### src/rtl/rv32i_multicycle_controller_pkg.sv
// Shared types for the multicycle RV32I controller: opcodes, ALU operations,
// FSM states and the datapath mux-select encodings.
package rv32i_multicycle_controller_pkg;

    localparam logic [6:0] OP_LOAD   = 7'b0000011;
    localparam logic [6:0] OP_STORE  = 7'b0100011;
    localparam logic [6:0] OP_IMM    = 7'b0010011;
    localparam logic [6:0] OP_R      = 7'b0110011;
    localparam logic [6:0] OP_BRANCH = 7'b1100011;
    localparam logic [6:0] OP_JAL    = 7'b1101111;
    localparam logic [6:0] OP_JALR   = 7'b1100111;
    localparam logic [6:0] OP_LUI    = 7'b0110111;
    localparam logic [6:0] OP_AUIPC  = 7'b0010111;

    typedef enum logic [3:0] {
        ALU_ADD, ALU_SUB, ALU_SLL, ALU_SLT, ALU_SLTU,
        ALU_XOR, ALU_SRL, ALU_SRA, ALU_OR, ALU_AND
    } alu_control_t;

    // Operation class a state asks the ALU decoder for.
    typedef enum logic [1:0] {
        ALU_CLASS_ADD, ALU_CLASS_SUB, ALU_CLASS_FUNCT, ALU_CLASS_BRANCH
    } alu_class_t;

    typedef enum logic [3:0] {
        S_FETCH, S_DECODE, S_MEM_ADR, S_MEM_READ, S_MEM_WB, S_MEM_WRITE,
        S_EXEC_R, S_EXEC_I, S_EXEC_U, S_ALU_WB, S_BRANCH, S_JAL, S_JALR,
        S_LINK, S_ILLEGAL, S_HALT
    } mc_state_t;

    typedef enum logic [1:0] {SRC_A_PC, SRC_A_OLD_PC, SRC_A_REG, SRC_A_ZERO} alu_src_a_t;
    typedef enum logic [1:0] {SRC_B_REG, SRC_B_IMM, SRC_B_FOUR} alu_src_b_t;
    typedef enum logic [1:0] {RES_ALU_OUT, RES_DATA, RES_ALU_RESULT} result_src_t;
    typedef enum logic [2:0] {IMM_I, IMM_S, IMM_B, IMM_J, IMM_U} imm_src_t;

    // Loads accept LB/LH/LW/LBU/LHU, stores accept SB/SH/SW.
    function automatic logic mem_funct3_ok(input logic is_store, input logic [2:0] f3);
        if (is_store) return f3 inside {3'd0, 3'd1, 3'd2};
        return f3 inside {3'd0, 3'd1, 3'd2, 3'd4, 3'd5};
    endfunction

endpackage

### src/rtl/rv32i_multicycle_controller_alu_decoder.sv
// ALU decoder: maps the operation class requested by the FSM plus funct3,
// funct7b5 and op[5] to an ALU operation, flagging unsupported branch funct3.
module rv32i_alu_decoder
    import rv32i_multicycle_controller_pkg::*;
(
    input  alu_class_t   alu_class,
    input  logic [2:0]   funct3,
    input  logic         funct7b5,
    input  logic         op5,
    output alu_control_t alu_control,
    output logic         funct_illegal
);

    // NOTE: every output gets a default before the case so no path can leave
    // it unassigned, which would otherwise infer a latch.
    always_comb begin
        alu_control   = ALU_ADD;
        funct_illegal = 1'b0;
        case (alu_class)
            ALU_CLASS_ADD: alu_control = ALU_ADD;
            ALU_CLASS_SUB: alu_control = ALU_SUB;
            ALU_CLASS_FUNCT: begin
                case (funct3)
                    3'b000: begin
                        // Bit 30 is immediate data for ADDI, so SUB needs op[5].
                        if (op5 && funct7b5) alu_control = ALU_SUB;
                        else                 alu_control = ALU_ADD;
                    end
                    3'b001: alu_control = ALU_SLL;
                    3'b010: alu_control = ALU_SLT;
                    3'b011: alu_control = ALU_SLTU;
                    3'b100: alu_control = ALU_XOR;
                    3'b101: begin
                        if (funct7b5) alu_control = ALU_SRA;
                        else          alu_control = ALU_SRL;
                    end
                    3'b110: alu_control = ALU_OR;
                    default: alu_control = ALU_AND;
                endcase
            end
            default: begin
                case (funct3)
                    3'b000, 3'b001: alu_control = ALU_SUB;
                    3'b100, 3'b101: alu_control = ALU_SLT;
                    3'b110, 3'b111: alu_control = ALU_SLTU;
                    default:        funct_illegal = 1'b1;
                endcase
            end
        endcase
    end

endmodule

### src/rtl/rv32i_multicycle_controller.sv
// Multicycle RV32I control unit: instruction-sequencing FSM driving datapath
// selects and write enables, with memory wait states and an instret counter.
module rv32i_multicycle_controller
    import rv32i_multicycle_controller_pkg::*;
#(
    parameter int INSTRET_WIDTH   = 32,
    parameter bit HALT_ON_ILLEGAL = 1'b1
) (
    input  logic                     clk,
    input  logic                     rst,
    input  logic                     ena,
    input  logic [6:0]               op,
    input  logic [2:0]               funct3,
    input  logic                     funct7b5,
    input  logic                     zero,
    input  logic                     alu_lsb,
    input  logic                     mem_ready,
    output logic                     pc_write,
    output logic                     ir_write,
    output logic                     reg_write,
    output logic                     mem_write,
    output logic                     adr_src,
    output logic [1:0]               alu_src_a,
    output logic [1:0]               alu_src_b,
    output logic [1:0]               result_src,
    output logic [2:0]               imm_src,
    output alu_control_t             alu_control,
    output logic                     illegal,
    output logic [INSTRET_WIDTH-1:0] instret
);

    mc_state_t                state, state_next;
    logic                     illegal_q;
    logic [INSTRET_WIDTH-1:0] instret_q;

    alu_src_a_t  src_a;
    alu_src_b_t  src_b;
    result_src_t res_src;
    imm_src_t    imm_sel;
    alu_class_t  alu_class;
    logic        funct_illegal;
    logic        branch_taken;
    logic        pc_we, ir_we, reg_we, mem_we;

    rv32i_alu_decoder u_alu_decoder (
        .alu_class     (alu_class),
        .funct3        (funct3),
        .funct7b5      (funct7b5),
        .op5           (op[5]),
        .alu_control   (alu_control),
        .funct_illegal (funct_illegal)
    );

    // BGE/BNE/BGEU are the complements of BLT/BEQ/BLTU, selected by funct3[0].
    assign branch_taken = (funct3[2] ? alu_lsb : zero) ^ funct3[0];

    // Datapath selects depend only on the state and the latched opcode.
    always_comb begin
        src_a     = SRC_A_PC;
        src_b     = SRC_B_REG;
        res_src   = RES_ALU_OUT;
        imm_sel   = IMM_I;
        alu_class = ALU_CLASS_ADD;
        adr_src   = 1'b0;
        case (state)
            S_FETCH: begin
                src_b   = SRC_B_FOUR;
                res_src = RES_ALU_RESULT;
            end
            S_DECODE: begin
                src_a = SRC_A_OLD_PC;
                src_b = SRC_B_IMM;
                if (op == OP_JAL) imm_sel = IMM_J;
                else              imm_sel = IMM_B;
            end
            S_MEM_ADR: begin
                src_a = SRC_A_REG;
                src_b = SRC_B_IMM;
                if (op == OP_STORE) imm_sel = IMM_S;
            end
            S_MEM_READ, S_MEM_WRITE: adr_src = 1'b1;
            S_MEM_WB: res_src = RES_DATA;
            S_EXEC_R: begin
                src_a     = SRC_A_REG;
                alu_class = ALU_CLASS_FUNCT;
            end
            S_EXEC_I: begin
                src_a     = SRC_A_REG;
                src_b     = SRC_B_IMM;
                alu_class = ALU_CLASS_FUNCT;
            end
            S_EXEC_U: begin
                if (op == OP_LUI) src_a = SRC_A_ZERO;
                else              src_a = SRC_A_OLD_PC;
                src_b   = SRC_B_IMM;
                imm_sel = IMM_U;
            end
            S_BRANCH: begin
                src_a     = SRC_A_REG;
                alu_class = ALU_CLASS_BRANCH;
            end
            S_JAL, S_LINK: begin
                src_a = SRC_A_OLD_PC;
                src_b = SRC_B_FOUR;
            end
            S_JALR: begin
                src_a   = SRC_A_REG;
                src_b   = SRC_B_IMM;
                res_src = RES_ALU_RESULT;
            end
            default: ;
        endcase
    end

    always_comb begin
        state_next = state;
        pc_we      = 1'b0;
        ir_we      = 1'b0;
        reg_we     = 1'b0;
        mem_we     = 1'b0;
        case (state)
            S_FETCH: begin
                if (mem_ready) begin
                    pc_we      = 1'b1;
                    ir_we      = 1'b1;
                    state_next = S_DECODE;
                end
            end
            S_DECODE: begin
                case (op)
                    OP_LOAD, OP_STORE: state_next = S_MEM_ADR;
                    OP_R:              state_next = S_EXEC_R;
                    OP_IMM:            state_next = S_EXEC_I;
                    OP_BRANCH:         state_next = S_BRANCH;
                    OP_JAL:            state_next = S_JAL;
                    OP_JALR:           state_next = S_JALR;
                    OP_LUI, OP_AUIPC:  state_next = S_EXEC_U;
                    default:           state_next = S_ILLEGAL;
                endcase
            end
            S_MEM_ADR: begin
                if (!mem_funct3_ok(op == OP_STORE, funct3)) state_next = S_ILLEGAL;
                else if (op == OP_STORE)                   state_next = S_MEM_WRITE;
                else                                       state_next = S_MEM_READ;
            end
            S_MEM_READ: if (mem_ready) state_next = S_MEM_WB;
            S_MEM_WB: begin
                reg_we     = 1'b1;
                state_next = S_FETCH;
            end
            S_MEM_WRITE: begin
                mem_we = 1'b1;
                if (mem_ready) state_next = S_FETCH;
            end
            S_EXEC_R, S_EXEC_I: begin
                if (funct_illegal) state_next = S_ILLEGAL;
                else               state_next = S_ALU_WB;
            end
            S_EXEC_U: state_next = S_ALU_WB;
            S_ALU_WB: begin
                reg_we     = 1'b1;
                state_next = S_FETCH;
            end
            S_BRANCH: begin
                if (funct_illegal) begin
                    state_next = S_ILLEGAL;
                end else begin
                    pc_we      = branch_taken;
                    state_next = S_FETCH;
                end
            end
            S_JAL: begin
                pc_we      = 1'b1;
                state_next = S_ALU_WB;
            end
            S_JALR: begin
                pc_we      = 1'b1;
                state_next = S_LINK;
            end
            S_LINK: state_next = S_ALU_WB;
            S_ILLEGAL: begin
                if (HALT_ON_ILLEGAL) state_next = S_HALT;
                else                 state_next = S_FETCH;
            end
            default: ;
        endcase
    end

    // NOTE: state registers use non-blocking assignments so every register
    // samples pre-edge values regardless of statement order.
    always_ff @(posedge clk or negedge rst) begin
        if (!rst) begin
            state     <= S_FETCH;
            illegal_q <= 1'b0;
            instret_q <= '0;
        end else if (ena) begin
            state <= state_next;
            if (state == S_ILLEGAL) illegal_q <= 1'b1;
            // Skipped illegal instructions and fetch stalls do not retire.
            if (state_next == S_FETCH && state != S_FETCH && state != S_ILLEGAL)
                instret_q <= instret_q + INSTRET_WIDTH'(1);
        end
    end

    assign pc_write   = pc_we  & ena;
    assign ir_write   = ir_we  & ena;
    assign reg_write  = reg_we & ena;
    assign mem_write  = mem_we & ena;
    assign alu_src_a  = src_a;
    assign alu_src_b  = src_b;
    assign result_src = res_src;
    assign imm_src    = imm_sel;
    assign illegal    = illegal_q;
    assign instret    = instret_q;

endmodule

### config.mk
export PLATFORM = sky130hd
export DESIGN_NAME = rv32i_multicycle_controller
export DESIGN_NICKNAME = d
export VERILOG_FILES = /design/src/rtl/rv32i_multicycle_controller_pkg.sv /design/src/rtl/rv32i_multicycle_controller_alu_decoder.sv /design/src/rtl/rv32i_multicycle_controller.sv
export SDC_FILE = /design/constraint.sdc
export NUM_CORES = 1
export LEC_CHECK = 0
export CORE_ASPECT_RATIO = 0.7
export CORE_MARGIN = 10
export CORE_UTILIZATION = 53
export DETAILED_ROUTE_END_ITERATION = 6
export MAX_ROUTING_LAYER = met4
export PLACE_DENSITY = 0.86
export SLEW_MARGIN = 20
export SYNTH_ARGS = -nofsm -noshare
export SYNTH_HDL_FRONTEND = slang
export SYNTH_SLANG_ARGS = --single-unit
### constraint.sdc
create_clock -name clk -period 4.4 [get_ports clk]
set_input_delay 0.88 -clock clk [delete_from_list [all_inputs] [get_ports clk]]
set_output_delay 0.88 -clock clk [all_outputs]
set_load 0.03 [all_outputs]
# Word level (Yosys, flattened, before mapping)
# Cells that the tools add are included.
dict set report classes {
  addsub 1
  eq_ne 33
  mux 37
  bitwise_logic 5
  reduce_logical 29
}
# op n
set ops {}
lappend ops {{$pmux 4 s7} 2}
lappend ops {{$pmux 4 s11} 1}
lappend ops {{$add 32x1->32 const B} 1}
lappend ops {{$eq 4x4->1 const B} 7}
lappend ops {{$eq 7x6->1 const B} 3}
lappend ops {{$eq 7x7->1 const B} 3}
lappend ops {{$mux 4} 5}
lappend ops {{$reduce_or 2->1} 10}
lappend ops {{$mux 1} 18}
lappend ops {{$pmux 3 s3} 2}
lappend ops {{$eq 4x3->1 const B} 4}
lappend ops {{$eq 7x5->1 const B} 2}
lappend ops {{$eq 3x3->1 const B} 4}
lappend ops {{$pmux 2 s2} 3}
lappend ops {{$pmux 4 s3} 1}
lappend ops {{$reduce_or 3->1} 4}
lappend ops {{$reduce_or 5->1} 2}
lappend ops {{$eq 4x2->1 const B} 2}
lappend ops {{$logic_not 4->1} 2}
lappend ops {{$eq 7x2->1 const B} 1}
lappend ops {{$eq 3x2->1 const B} 2}
lappend ops {{$mux 3} 2}
lappend ops {{$pmux 2 s3} 1}
lappend ops {{$reduce_or 6->1} 1}
lappend ops {{16 further kinds} 22}
dict set report word_totals {
  reg_bits 37
  inputBits 17
  output_inout_bits 51
  elab_cells 108
}

# Depth between registers and ports, before layout
dict set report depth {
  depth_word 12
  ltp_mapped 8
  mapped_depth_nobuf 6
}

# Hierarchy
# Synthesis repeated with hierarchy kept, for this count alone.
dict set report unflattened {
  cells_unflattened 321
  area_unflattened_um2 2919.0
}
# module n_inst cells_per_inst area_each_um2 seq_area_each_um2
set modules_own_cells {}
lappend modules_own_cells {rv32i_multicycle_controller 1 302 2788.9 925.9}
lappend modules_own_cells {rv32i_alu_decoder 1 19 130.1 0.0}

# Worst setup path after synthesis
# Ideal clock, no wire load.
dict set report synth_timing {
  path_type {reg2out}
  start {register state[2]}
  end {output port pc_write}
  t_arrival_ns 2.575
  t_required_ns 3.520
  path_slack_ns 0.945
  path_stages_with_launch 7
  path_buffers 3
  cell_sequence {dfrtp_1 -> clkbuf_1 -> clkbuf_1 -> nor2b_1 -> clkbuf_1 -> nor4_1 -> o211a_1}
}
dict set report synth_via {
  elab_chain_cells 9
  elab_cells_between_ends 17
  cone_classes {eq/ne (7); mux (4); bitwise (1); reduce/logical (5)}
}
# item line_no
set synth_lines {}
lappend synth_lines {{start: declaration} rv32i_multicycle_controller.sv:32} ;# mc_state_t state, state_next;
lappend synth_lines {{start signal: assignment} rv32i_multicycle_controller.sv:197} ;# state <= state_next;
lappend synth_lines {{$eq 4x3->1} rv32i_multicycle_controller.sv:65} ;# case (state)
lappend synth_lines {{$reduce_or 2->1 (no source line)} -}
lappend synth_lines {{$pmux 2 s2} rv32i_multicycle_controller.sv:65}
lappend synth_lines {{$eq 2x1->1, or another cell as far along} rv32i_multicycle_controller_alu_decoder.sv:19} ;# case (alu_class)
lappend synth_lines {{$reduce_or 3->1 (no source line)} -}
lappend synth_lines {{$mux 1} rv32i_multicycle_controller_alu_decoder.sv:19}
lappend synth_lines {{$mux 1} rv32i_multicycle_controller.sv:165} ;# if (funct_illegal) begin
lappend synth_lines {{$pmux 1 s3 *} rv32i_multicycle_controller.sv:121} ;# case (state)
lappend synth_lines {{$and 1x1->1 *} rv32i_multicycle_controller.sv:205} ;# assign pc_write = pc_we & ena;
lappend synth_lines {{end: declaration} rv32i_multicycle_controller.sv:18} ;# output logic pc_write,
# Every way passes the cells marked *; elsewhere a longest branch is shown, timed or not.

# Worst setup path after layout
dict set report layout_timing {
  start {input port funct3[2]}
  end {output port alu_control[0]}
}
dict set report layout_via {
  elab_chain_cells 4
  elab_cells_between_ends 14
  cone_classes {eq/ne (7); mux (3); reduce/logical (4)}
}
# item line_no
set layout_lines {}
lappend layout_lines {{start: declaration} rv32i_multicycle_controller.sv:13} ;# input logic [2:0] funct3,
lappend layout_lines {{$eq 3x3->1, or another cell as far along} {rv32i_multicycle_controller_alu_decoder.sv:23, rv32i_multicycle_controller_alu_decoder.sv:42}}
lappend layout_lines {{$reduce_or 2->1} rv32i_multicycle_controller_alu_decoder.sv:42} ;# case (funct3)
lappend layout_lines {{$pmux 3 s3} rv32i_multicycle_controller_alu_decoder.sv:42}
lappend layout_lines {{$pmux 4 s3 *} rv32i_multicycle_controller_alu_decoder.sv:19}
lappend layout_lines {{end: declaration} rv32i_multicycle_controller.sv:27} ;# output alu_control_t alu_control,
# Marks and branches as above.

==> metrics.txt <==
# TYPE chip_impl_metric gauge
chip_impl_metric{name="drive_above_1_share",unit=""} 0.0824
chip_impl_metric{name="synth-simple-area-share",unit=""} 0.352
chip_impl_metric{name="detailedRoute.firstIterationViolations",unit=""} 233
chip_impl_metric{name="synth.lib_cells_used.distinct",unit=""} 57
chip_impl_metric{name="fin_crit_sh",unit=""} 0.891
chip_impl_metric{name="max_freq",unit="MHz"} 255
chip_impl_info{name="biggest_area_contributors_in_the_synthesized_netlist",value="dfrtp_1 (36%), xor2_1 (11%), nor4_2 (4.8%)"} 1
chip_impl_metric{name="detail_route.drc_violations",unit=""} 0
chip_impl_metric{name="postPlaceCellArea",unit="µm²"} 3290
chip_impl_metric{name="critical_path_peak_fanout",unit=""} 14
chip_impl_info{name="synth_ff_type",value="dfrtp_1"} 1
chip_impl_metric{name="synth_xor_area_frac",unit=""} 0.118
chip_impl_metric{name="worst_skew_pair.late_latency",unit="ns"} 0.29
chip_impl_metric{name="vias_per_cell",unit=""} 5.81
chip_impl_metric{name="drv.max_cap_violation_count",unit=""} 0
chip_impl_metric{name="antenna_violating_nets_post_route",unit=""} 0
chip_impl_info{name="critPathKind",value="input port to primary output"} 1
chip_impl_metric{name="combined_flip_flop_and_latch_cell_area",unit="µm²"} 926
chip_impl_metric{name="setup_violations",unit=""} 0
chip_impl_metric{name="cp.required",unit="ns"} 3.52
chip_impl_metric{name="num-fill-cells",unit=""} 354
chip_impl_metric{name="synth_adder_area_share",unit=""} 0.00480
chip_impl_metric{name="number_of_global_route_vias_before_repair",unit=""} 2275
chip_impl_metric{name="floorplan.die.width",unit="µm"} 104
chip_impl_metric{name="yosys_register_bits",unit=""} 37
chip_impl_metric{name="worstMarginPinSlew",unit="ns"} 0.807
chip_impl_metric{name="synth_top_area_share",unit=""} 0.355
chip_impl_info{name="synth_largest_area_cell",value="dfrtp_1"} 1
chip_impl_metric{name="post-cts-setup-buffer-count",unit=""} 0
chip_impl_metric{name="ctsHtreeMaxLevel",unit=""} 2
chip_impl_info{name="clock-root-buffer",value="clkbuf_8"} 1
chip_impl_metric{name="fp-row-count",unit=""} 21
chip_impl_metric{name="ys_warns",unit=""} 0
chip_impl_metric{name="grt_antenna_before_repair",unit=""} 0
chip_impl_metric{name="hold-worst-slack",unit="ns"} 0.466
chip_impl_metric{name="die_height",unit="µm"} 78.7
chip_impl_metric{name="pre_cts_slack",unit="ns"} 0.485
chip_impl_metric{name="synth.cell_area",unit="µm²"} 2610
chip_impl_metric{name="asyncSetResetFlopFracSynth",unit=""} 1.00
chip_impl_metric{name="critPathArrivalTime",unit="ns"} 3.04
chip_impl_info{name="holdCritPathClass",value="flip-flop to flip-flop"} 1
chip_impl_metric{name="time_the_worst_path_needs_with_i_o_delays_and_setup",unit="ns"} 3.92
chip_impl_metric{name="syn-instance-count",unit=""} 296
chip_impl_metric{name="dpl.hpwl",unit="mm"} 5.18
chip_impl_metric{name="finClkSkew",unit="ns"} 0.00848
chip_impl_info{name="status",value="finished, final reports clean"} 1
chip_impl_metric{name="synth_compound_area_frac",unit=""} 0.118
chip_impl_info{name="worst_setup_path_end_kind",value="primary output"} 1
chip_impl_info{name="dominant_combinational_cell_family_by_area_after_synthesis",value="simple AND/OR/NAND/NOR gates"} 1
chip_impl_metric{name="design.portCount",unit=""} 68
chip_impl_metric{name="worst_case_clock_buffer_depth",unit=""} 2
chip_impl_metric{name="cts_hold_buf",unit=""} 0
chip_impl_metric{name="synth_edf_count",unit=""} 0
chip_impl_info{name="start_kind",value="input port"} 1
chip_impl_metric{name="detailedRoute.firstPassIterationCount",unit=""} 4
chip_impl_metric{name="final_net_count",unit=""} 369
chip_impl_metric{name="timing.final.ws_setup",unit="ns"} 0.481
chip_impl_metric{name="area_occupied_by_multi_input_gates",unit="µm²"} 1570
chip_impl_metric{name="largest_net_degree_at_the_start_of_global_routing",unit=""} 38
chip_impl_metric{name="gp_congestion",unit=""} 0.887
chip_impl_metric{name="final_hold_vio_count",unit=""} 0
chip_impl_metric{name="cts.sink_count",unit=""} 37
chip_impl_metric{name="postRouteWirelength",unit="mm"} 6.92
chip_impl_metric{name="synth_area_per_cell",unit="µm²"} 8.81
chip_impl_info{name="tritoncts",value="yes"} 1
chip_impl_metric{name="grt.total_usage",unit=""} 0.172
chip_impl_metric{name="initial_core_utilization",unit=""} 0.548
chip_impl_metric{name="detail_route.wl_per_cell",unit="µm"} 16.4
chip_impl_metric{name="fp.dieArea",unit="µm²"} 8170
chip_impl_metric{name="final_cell_area",unit="µm²"} 3390
chip_impl_metric{name="vdd_drop_max",unit="µV"} 328
chip_impl_metric{name="reg2reg_slack",unit="ns"} 1.35
chip_impl_metric{name="clkSlewWorstSetupHoldPaths",unit="ns"} 0.08
chip_impl_metric{name="placement.io_buffers",unit=""} 67
chip_impl_metric{name="report.final.slew_viol_count",unit=""} 0
chip_impl_metric{name="detailroute.via_count",unit=""} 2445
chip_impl_metric{name="num_antenna_cells",unit=""} 0
chip_impl_metric{name="fin_total_pwr",unit="mW"} 1.58
chip_impl_metric{name="powerDensity",unit="nW/µm²"} 466
chip_impl_metric{name="cts-resized-gates",unit=""} 0
chip_impl_info{name="final_cell_mix",value="clkdlybuf4s50_1 (66), dfrtp_1 (37), xor2_1 (33)"} 1
chip_impl_info{name="final_common_cell",value="clkdlybuf4s50_1"} 1
chip_impl_metric{name="grt_overflow_total",unit=""} 0
chip_impl_metric{name="cellLeakagePower",unit="nW"} 1.46
chip_impl_metric{name="postSynthNetCount",unit=""} 314
chip_impl_metric{name="numCtsBuffers",unit=""} 5
chip_impl_metric{name="finalSetupTns",unit="ns"} 0
chip_impl_metric{name="timing.max_slew.rel_slack",unit=""} 0.462
chip_impl_metric{name="fp.coreArea",unit="µm²"} 4760
chip_impl_metric{name="grt_pass1_wl",unit="mm"} 11.6
chip_impl_metric{name="muxShareOfSynthArea",unit=""} 0.00864
chip_impl_metric{name="flow.area_growth_from_synthesis",unit="%"} 30.1
chip_impl_metric{name="synth_seq_area_share",unit=""} 0.355
chip_impl_info{name="rsz0062_at_grt",value="false"} 1
[metrics by stage]
step	std cells	utilization
detailed placement	413	0.692
floorplan	296	-
global placement	413	0.691
finish	421	0.713
CTS	421	0.713
global route	421	0.713
[area by class of cell]
type	count	share of cell area
Inverter	5	0.00553
Tap cell	69	0.0254
Timing Repair Buffer	70	0.203
Clock inverter	1	0.00147
Sequential cell	37	0.273
Multi-Input combinational cell	232	0.463
Clock buffer	7	0.0284
[cell usage after synthesis (2+ instances only)]
cell       n
dfrtp_1   37
xor2_1    33
nor3_1    23
nand2_1   21
nand3_1   17
nor2_1    16
clkbuf_1  14
and3_1    13
nand4_1   12
o21ai_0   12
nor4_2    10
nand2b_1   8
a21oi_1    6
nor2b_1    6
and2_1     5
and4_1     5
inv_1      5
buf_2      4
buf_1      3
o21a_1     3
a31oi_1    2
a32o_1     2
a32oi_1    2
nor3b_1    2
o211ai_1   2
xnor2_1    2
[path summary, 6_finish.rpt]
path	to	cells past startpoint	startpoint
max reg2reg	instret[16]	7	state[1]
min	instret[31]	1	instret[31]
min reg2reg	instret[31]	1	instret[31]
min in group asynchronous	instret[26]	1	rst
max in group asynchronous	instret[6]	1	rst
max	alu_control[0]	6	funct3[2]
[layer usage]
metal	GRT usage	vias up	share of wire
li1	-	1192	-
met1	0.231	1157	0.47
met2	0.250	87	0.45
met3	0.0432	9	0.070
met4	0.0499	0	0.012
met5	-	-	0
[sequential cells by signal, indices dropped and copies added, names as in the netlist]
signal and flops:
state 4, instret 32, illegal 1
[where the power goes]
part	internal [mW]	switching (mW)	total, mW
clock	0.142	0.119	0.260
sequential	0.373	0.103	0.475
combinational	0.335	0.510	0.845
total	0.849	0.732	1.58
[critical path, cell delays in order]
cell and delay, ns:
clkdlybuf4s50_1 0.71, o21ai_0 0.14, a2111oi_0 0.38, o21ai_0 0.14
o21ai_0 0.09, clkdlybuf4s50_1 0.69
[kinds of logic (layout without fill, tap and decap cells)]
kind of cell | count (synthesis) | in the layout
simple gates | 150 | 150
fa+ha+maj | 1 | 1
xor+xnor | 35 | 35
mux | 2 | 2
flops | 37 | 37
buf+inv | 27 | 83
compound gates | 44 | 44
Note: power is estimated with default switching activity, not from simulation.
